### src/rtl/spi_cfg_pkg.sv
// rtl/spi_cfg_pkg.sv - shared constants and command-word helpers for the SPI config sequencer
package spi_cfg_pkg;

  typedef enum logic [3:0] {
    OP_WRITE = 4'h0,
    OP_POLL  = 4'h1,
    OP_DELAY = 4'h2,
    OP_HWRST = 4'h3,
    OP_END   = 4'hF
  } op_e;

  typedef enum logic [3:0] {
    S_IDLE,
    S_FETCH,
    S_DECODE,
    S_ISSUE,
    S_WAIT,
    S_CHECK,
    S_RST_H,
    S_RST_L,
    S_DONE,
    S_ERR
  } state_e;

  localparam logic [1:0] SPI_WRITE_MODE = 2'b00;
  localparam logic [1:0] SPI_READ_MODE  = 2'b01;
  localparam logic [1:0] SPI_DELAY_MODE = 2'b10;

  localparam logic [1:0] ERR_NONE         = 2'b00;
  localparam logic [1:0] ERR_POLL_TIMEOUT = 2'b01;
  localparam logic [1:0] ERR_ILLEGAL_OP   = 2'b10;
  localparam logic [1:0] ERR_OVERRUN      = 2'b11;

  // Command words are handled zero-extended to 64 bits so the helpers stay width-agnostic.
  function automatic logic [3:0] cmd_op(input logic [63:0] w, input int unsigned cmd_w);
    return 4'(w >> (cmd_w - 4));
  endfunction

  function automatic logic [63:0] cmd_field(input logic [63:0] w, input int unsigned lsb,
                                            input int unsigned width);
    return (w >> lsb) & ((64'(1) << width) - 64'(1));
  endfunction

  function automatic logic masked_match(input logic [31:0] rd, input logic [31:0] expv,
                                        input logic [31:0] mask);
    return ((rd ^ expv) & mask) == 32'd0;
  endfunction

endpackage

### src/rtl/spi_cfg_sequencer.sv
// rtl/spi_cfg_sequencer.sv - table-driven SPI bring-up sequencer driving a single-transaction engine
// One fixed FSM interprets WRITE/POLL/DELAY/HWRST/END commands fetched from an external table.
module spi_cfg_sequencer
  import spi_cfg_pkg::*;
#(
  parameter int ADDR_W   = 7,
  parameter int DATA_W   = 8,
  parameter int DEPTH    = 64,
  parameter int IDX_W    = $clog2(DEPTH),
  parameter int POLL_MAX = 16,
  parameter int CMD_W    = 4 + ADDR_W + 2 * DATA_W
) (
  input  logic                       clk_in,
  input  logic                       rst_n,
  input  logic                       start,
  output logic                       busy,
  output logic                       done,
  output logic                       error,
  output logic [1:0]                 err_code,
  output logic [IDX_W-1:0]           err_idx,
  output logic                       o_reset,
  output logic [IDX_W-1:0]           cmd_idx,
  input  logic [CMD_W-1:0]           cmd_word,
  output logic                       spi_valid,
  input  logic                       spi_ready,
  output logic [1:0]                 spi_mode,
  output logic [ADDR_W+DATA_W:0]     spi_wr_infodata,
  output logic [ADDR_W:0]            spi_rd_info,
  input  logic [DATA_W-1:0]          spi_rd_data,
  output logic [2*DATA_W-1:0]        spi_delay_cnt
);

  localparam int CNT_W   = 2 * DATA_W;
  localparam int RETRY_W = $clog2(POLL_MAX + 1);
  localparam int unsigned POLL_LIMIT = POLL_MAX;
  localparam logic [IDX_W-1:0] LAST_IDX = IDX_W'(DEPTH - 1);

  state_e                  state_q, state_nxt;
  logic [IDX_W-1:0]        cmd_idx_q, cmd_idx_nxt;
  logic                    busy_q, busy_nxt;
  logic                    done_q, done_nxt;
  logic                    error_q, error_nxt;
  logic [1:0]              err_code_q, err_code_nxt;
  logic [IDX_W-1:0]        err_idx_q, err_idx_nxt;
  logic                    o_reset_q, o_reset_nxt;
  logic                    spi_valid_q, spi_valid_nxt;
  logic [1:0]              spi_mode_q, spi_mode_nxt;
  logic [ADDR_W+DATA_W:0]  wr_info_q, wr_info_nxt;
  logic [ADDR_W:0]         rd_info_q, rd_info_nxt;
  logic [CNT_W-1:0]        delay_q, delay_nxt;
  logic [CMD_W-1:0]        cmd_q, cmd_nxt;
  logic [DATA_W-1:0]       rd_q, rd_nxt;
  logic [RETRY_W-1:0]      retry_q, retry_nxt;
  logic [CNT_W-1:0]        hw_cnt_q, hw_cnt_nxt;

  logic [3:0]              fetched_op, op_q;
  logic [ADDR_W-1:0]       addr_q;
  logic [DATA_W-1:0]       data_q, mask_q;
  logic [CNT_W-1:0]        count_q, hw_len;
  logic                    poll_ok;

  assign fetched_op = cmd_op(64'(cmd_word), CMD_W);
  assign op_q       = cmd_op(64'(cmd_q), CMD_W);
  assign addr_q     = ADDR_W'(cmd_field(64'(cmd_q), 2 * DATA_W, ADDR_W));
  assign data_q     = DATA_W'(cmd_field(64'(cmd_q), DATA_W, DATA_W));
  assign mask_q     = cmd_q[DATA_W-1:0];
  assign count_q    = cmd_q[CNT_W-1:0];
  // A zero reset-phase length still holds each phase for one cycle.
  assign hw_len     = (count_q == '0) ? CNT_W'(1) : count_q;
  assign poll_ok    = masked_match(32'(rd_q), 32'(data_q), 32'(mask_q));

  assign busy            = busy_q;
  assign done            = done_q;
  assign error           = error_q;
  assign err_code        = err_code_q;
  assign err_idx         = err_idx_q;
  assign o_reset         = o_reset_q;
  assign cmd_idx         = cmd_idx_q;
  assign spi_valid       = spi_valid_q;
  assign spi_mode        = spi_mode_q;
  assign spi_wr_infodata = wr_info_q;
  assign spi_rd_info     = rd_info_q;
  assign spi_delay_cnt   = delay_q;

  always_ff @(posedge clk_in) begin
    if (!rst_n) begin
      state_q     <= S_IDLE;
      cmd_idx_q   <= '0;
      busy_q      <= 1'b0;
      done_q      <= 1'b0;
      error_q     <= 1'b0;
      err_code_q  <= ERR_NONE;
      err_idx_q   <= '0;
      o_reset_q   <= 1'b0;
      spi_valid_q <= 1'b0;
      spi_mode_q  <= SPI_WRITE_MODE;
      wr_info_q   <= '0;
      rd_info_q   <= '0;
      delay_q     <= '0;
      cmd_q       <= '0;
      rd_q        <= '0;
      retry_q     <= '0;
      hw_cnt_q    <= '0;
    end else begin
      state_q     <= state_nxt;
      cmd_idx_q   <= cmd_idx_nxt;
      busy_q      <= busy_nxt;
      done_q      <= done_nxt;
      error_q     <= error_nxt;
      err_code_q  <= err_code_nxt;
      err_idx_q   <= err_idx_nxt;
      o_reset_q   <= o_reset_nxt;
      spi_valid_q <= spi_valid_nxt;
      spi_mode_q  <= spi_mode_nxt;
      wr_info_q   <= wr_info_nxt;
      rd_info_q   <= rd_info_nxt;
      delay_q     <= delay_nxt;
      cmd_q       <= cmd_nxt;
      rd_q        <= rd_nxt;
      retry_q     <= retry_nxt;
      hw_cnt_q    <= hw_cnt_nxt;
    end
  end

  logic       adv;
  logic       err_go;
  logic [1:0] err_sel;

  always_comb begin
    state_nxt     = state_q;
    cmd_idx_nxt   = cmd_idx_q;
    busy_nxt      = busy_q;
    done_nxt      = 1'b0;
    error_nxt     = error_q;
    err_code_nxt  = err_code_q;
    err_idx_nxt   = err_idx_q;
    o_reset_nxt   = o_reset_q;
    spi_valid_nxt = spi_valid_q;
    spi_mode_nxt  = spi_mode_q;
    wr_info_nxt   = wr_info_q;
    rd_info_nxt   = rd_info_q;
    delay_nxt     = delay_q;
    cmd_nxt       = cmd_q;
    rd_nxt        = rd_q;
    retry_nxt     = retry_q;
    hw_cnt_nxt    = hw_cnt_q;
    adv           = 1'b0;
    err_go        = 1'b0;
    err_sel       = ERR_NONE;

    case (state_q)
      S_IDLE: begin
        if (start) begin
          busy_nxt     = 1'b1;
          error_nxt    = 1'b0;
          err_code_nxt = ERR_NONE;
          cmd_idx_nxt  = '0;
          state_nxt    = S_FETCH;
        end
      end
      S_FETCH: state_nxt = S_DECODE;
      S_DECODE: begin
        cmd_nxt   = cmd_word;
        retry_nxt = '0;
        case (fetched_op)
          OP_WRITE, OP_POLL, OP_DELAY: state_nxt = S_ISSUE;
          OP_HWRST: begin
            hw_cnt_nxt  = '0;
            o_reset_nxt = 1'b1;
            state_nxt   = S_RST_H;
          end
          OP_END:  state_nxt = S_DONE;
          default: begin
            err_go  = 1'b1;
            err_sel = ERR_ILLEGAL_OP;
          end
        endcase
      end
      S_ISSUE: begin
        spi_valid_nxt = 1'b1;
        state_nxt     = S_WAIT;
        case (op_q)
          OP_POLL: begin
            spi_mode_nxt = SPI_READ_MODE;
            rd_info_nxt  = {1'b1, addr_q};
          end
          OP_DELAY: begin
            spi_mode_nxt = SPI_DELAY_MODE;
            delay_nxt    = count_q;
          end
          default: begin
            spi_mode_nxt = SPI_WRITE_MODE;
            wr_info_nxt  = {1'b0, addr_q, data_q};
          end
        endcase
      end
      S_WAIT: begin
        if (spi_ready) begin
          spi_valid_nxt = 1'b0;
          if (op_q == OP_POLL) begin
            rd_nxt    = spi_rd_data;
            state_nxt = S_CHECK;
          end else begin
            adv = 1'b1;
          end
        end
      end
      S_CHECK: begin
        if (poll_ok) begin
          adv = 1'b1;
        end else if (32'(retry_q) + 32'd1 < POLL_LIMIT) begin
          retry_nxt = retry_q + RETRY_W'(1);
          state_nxt = S_ISSUE;
        end else begin
          err_go  = 1'b1;
          err_sel = ERR_POLL_TIMEOUT;
        end
      end
      S_RST_H: begin
        if (hw_cnt_q == hw_len - CNT_W'(1)) begin
          hw_cnt_nxt  = '0;
          o_reset_nxt = 1'b0;
          state_nxt   = S_RST_L;
        end else begin
          hw_cnt_nxt = hw_cnt_q + CNT_W'(1);
        end
      end
      S_RST_L: begin
        if (hw_cnt_q == hw_len - CNT_W'(1)) begin
          hw_cnt_nxt = '0;
          adv        = 1'b1;
        end else begin
          hw_cnt_nxt = hw_cnt_q + CNT_W'(1);
        end
      end
      S_DONE: begin
        done_nxt    = 1'b1;
        busy_nxt    = 1'b0;
        o_reset_nxt = 1'b0;
        state_nxt   = S_IDLE;
      end
      S_ERR: begin
        error_nxt     = 1'b1;
        err_idx_nxt   = cmd_idx_q;
        busy_nxt      = 1'b0;
        spi_valid_nxt = 1'b0;
        o_reset_nxt   = 1'b0;
        state_nxt     = S_IDLE;
      end
      default: state_nxt = S_IDLE;
    endcase

    // Running off the end of the table without an END is reported rather than wrapped.
    if (adv) begin
      if (cmd_idx_q == LAST_IDX) begin
        err_go  = 1'b1;
        err_sel = ERR_OVERRUN;
      end else begin
        cmd_idx_nxt = cmd_idx_q + IDX_W'(1);
        state_nxt   = S_FETCH;
      end
    end

    if (err_go) begin
      state_nxt    = S_ERR;
      err_code_nxt = err_sel;
    end
  end

endmodule

### config.mk
export PLATFORM = sky130hd
export DESIGN_NAME = spi_cfg_sequencer
export DESIGN_NICKNAME = d
export VERILOG_FILES = /design/src/rtl/spi_cfg_pkg.sv /design/src/rtl/spi_cfg_sequencer.sv
export SDC_FILE = /design/constraint.sdc
export NUM_CORES = 1
export LEC_CHECK = 0
export ABC_AREA = 0
export CAP_MARGIN = 5
export CELL_PAD_IN_SITES_DETAIL_PLACEMENT = 1
export CELL_PAD_IN_SITES_GLOBAL_PLACEMENT = 1
export CORE_MARGIN = 4
export CORE_UTILIZATION = 39
export DETAILED_ROUTE_END_ITERATION = 10
export PLACE_DENSITY_LB_ADDON = 0.3
export SLEW_MARGIN = 30
export SYNTH_ARGS = -nofsm -noshare
export SYNTH_HDL_FRONTEND = slang
export SYNTH_SLANG_ARGS = --single-unit
### constraint.sdc
create_clock -name clk_in -period 4.1 [get_ports clk_in]
set_input_delay 0.41 -clock clk_in [delete_from_list [all_inputs] [get_ports clk_in]]
set_output_delay 0.41 -clock clk_in [all_outputs]
set_load 0.02 [all_outputs]
==> results.txt <==
Crit path launch = cmd_q[6]
Critical-path top delay cell = or4b_4
Resized cells post-CTS = 0
Cell taking the most area after synthesis = dfxtp_1
Buffers on Ports = 98
Min Hold Slack = 469 ps
Critical path endpoint category = flop
Post-synth cell types = 60
CP Cell Sequence = or4_1 > or4b_4 > nor2_1 > nor2_1 > ha_1 > or3b_2 > nor4_1 > nor3_1 > o22ai_1 > nor4_1 > or3b_1 > buf_4 > nand2_1 > o211ai_1
CP top delay family = simple AND/OR/NAND/NOR gates
CP arrival = 4070 ps
Starting DRT DRC Count = 271
Worst Hold Class = flop to flop
Routability Congestion = 0.853
RSZ-0062 raised after global routing = no
Synth top area share = 41.9%
Antenna cell count = 0
CTS root buffer = clkbuf_16
Top post-synthesis cells by area = dfxtp_1 42%, mux2i_1 9.4%, nand2_1 6.4%
CTS Buffer Depth = 2
Max Cap Violations = 0
Worst hold path endpoint = spi_rd_info[7]
Shortest period the worst path allows = 3780 ps
Final Setup Violations = 0
Max frequency = 265 MHz
Pins Over Slew Limit = 0
Critical Path RT = 4390 ps
Global-route wire length before repair = 30700 um
Num rows = 44
Vias in the first global route = 5839
Hold Path Origin = spi_rd_info[7]
Crit-path max cell delay = 560 ps
Synthesized instance count = 695
Worst reg2reg path endpoint = hw_cnt_q[11]
Pre-CTS setup slack = 387 ps
TNS Setup = 0 ps
Pwr dens = 468 nW/um2
Wire per inst = 19.3 um
Worst-Skew Late Latency = 430 ps
Primary FF master, synth = dfxtp_1
Hold Crit Depth = 2
R2R cell count = 14
Crit start category = flop
Period utilization = 92.2%
Count of state elements after synthesis = 120
Die area = 16700 um2
R2r startpoint = cmd_q[6]
Worst slew margin = 37.9%
Power Total = 3550 uW
Residual DRC = 0
Via Count = 5419
CTS tree = yes
Mean post-synth cell area = 8.25 um2
Worst slew pin tran = 931 ps
Initial Util = 39.6%
Largest net degree at the start of global routing = 57
GR Overflow Total = 0
DR pass1 iterations = 4
Critical-path maximum fanout = 20
CTS buffer count = 17
Tot GR Track Use = 23.3%
H-tree depth = 4
EDFF count, synth = 0
Initial antenna violation count = 0
WP buf/inv = 1
Vias/cell = 5.54
Pleak = 0.00303 uW
Mapped Area = 5730 um2
Layout Nets = 824
CORE AREA = 14500 um2
Worst Path Class, Setup = flop to flop
Clk_skew = 13.1 ps
Routed wire length = 18900 um
Max VDD drop = 0.000365 V
Die H = 129 um
Chip Width = 129 um
Hold Buf Count CTS = 0
Synth-to-Final Area Change = 32.3%
Syn_nets = 738
Share of cells above drive strength 1 = 8.82%
Sink Count = 120
Run status = complete, no violations
Sequential area share after synthesis = 41.9%
IO Count = 100
Clock-pin transition on the worst setup and hold timing paths = 60 ps
Final Hold Fails = 0
R2r setup slk = 320 ps
Synth warn = 0
Setup ws final = 321 ps
DP HPWL = 13200 um
Async SR Flop Fraction = 0%
Setup Fix Bufs, Post-CTS = 0
Number of routed nets with antenna violations = 0
-- worst reg2reg max path: stages (launching register included) --
cell      delay, ps
dfxtp_1         370
or4_1           520
or4b_4          560
nor2_1          150
nor2_1           70
ha_1            210
or3b_2          240
nor4_1           70
nor3_1          140
o22ai_1         150
nor4_1          250
or3b_1          360
buf_4           220
nand2_1         200
o211ai_1        120
-- cell type report --
type / instances / area, um2
inverter: 9 / 33.8
fill: 1716 / 6890
tap: 184 / 230
multi-input combinational: 511 / 3100
clock inverter: 13 / 218
clock buffer: 19 / 433
timing repair buffer: 122 / 1170
sequential: 120 / 2400
-- cell usage after synthesis, drive strengths merged, types with 6 or more instances --
library cell and number:
a21oi 52, a22oi 6, and3 18, buf 9, clkbuf 46, dfxtp 120, inv 9, mux2i 54
nand2 97, nand2b 7, nand3 29, nand3b 7, nand4 12, nor2 82, nor3 12, nor4 10
o211ai 11, o21ai 13, o22ai 6, or3 7, xnor2 8, xor2 19
-- report_power, final --
part           internal [uW]  total (uW)  switching (uW)
clock network           1090        1660             576
registers               1200        1240            37.7
logic                    268         650             382
total                   2550        3550             996
-- placed cells by master, fill, tap and decap left out, types with 11 or more instances in the layout --
cell type,synthesis,layout
nor2_1,82,82
nor3_1,12,11
nand3_1,29,29
clkdlybuf4s50_1,0,98
and3_1,18,18
xor2_1,19,19
nand2_1,97,97
a21oi_1,52,51
clkbuf_16,0,17
nand4_1,12,12
o211ai_1,11,11
dfxtp_1,120,120
buf_4,2,23
mux2i_1,54,54
-- kinds of logic after synthesis --
family          count (synthesis)  synth area share, %
simple gates                  310                 26.3
flops                         120                 41.9
compound gates                115                 12.8
buf+inv                        64                 4.52
mux                            54                 9.43
xor+xnor                       27                 4.12
fa+ha+maj                       4                0.873
other cells                     1               0.0654
-- registers in the layout, summed over array words and instances, names as in the netlist, 2 cells and up --
name             cells
err_code             2
spi_rd_info          8
hw_cnt_q            16
rd_q                 8
spi_delay_cnt       16
cmd_q               27
spi_wr_infodata     15
cmd_idx              6
spi_mode             2
err_idx              6
retry_q              5
state_q              4
-- stage by stage --
step / utilization [%] / instance area [um2] / std cells
6_report: 52.4 / 7590 / 978
2_1_floorplan: - / 5730 / 695
3_5_place_dp: 47.8 / 6920 / 946
3_3_place_gp: 47.8 / 6920 / 946
4_1_cts: 52.3 / 7570 / 978
5_1_grt: 52.4 / 7590 / 978
-- worst max-delay path by stage --
stage / cells after the start / slack, ps / to
detailed placement: 14 / 390 / hw_cnt_q[11]
finish: 14 / 320 / hw_cnt_q[11]
global placement: 14 / 480 / hw_cnt_q[10]
floorplan: 16 / 460 / hw_cnt_q[2]
global route: 14 / 9 / hw_cnt_q[5]
CTS: 14 / 380 / hw_cnt_q[11]
-- per-layer routing --
layer	vias up	track usage, %	routed length, um	share of wire (%)
li1	2598	-	-	-
met1	2682	28.5	8100	43
met2	118	39.1	9420	50
met3	21	7.13	1140	6.0
met4	0	7.78	252	1.3
met5	-	0	0	0
No activity file was read; power rests on OpenSTA's default activity.
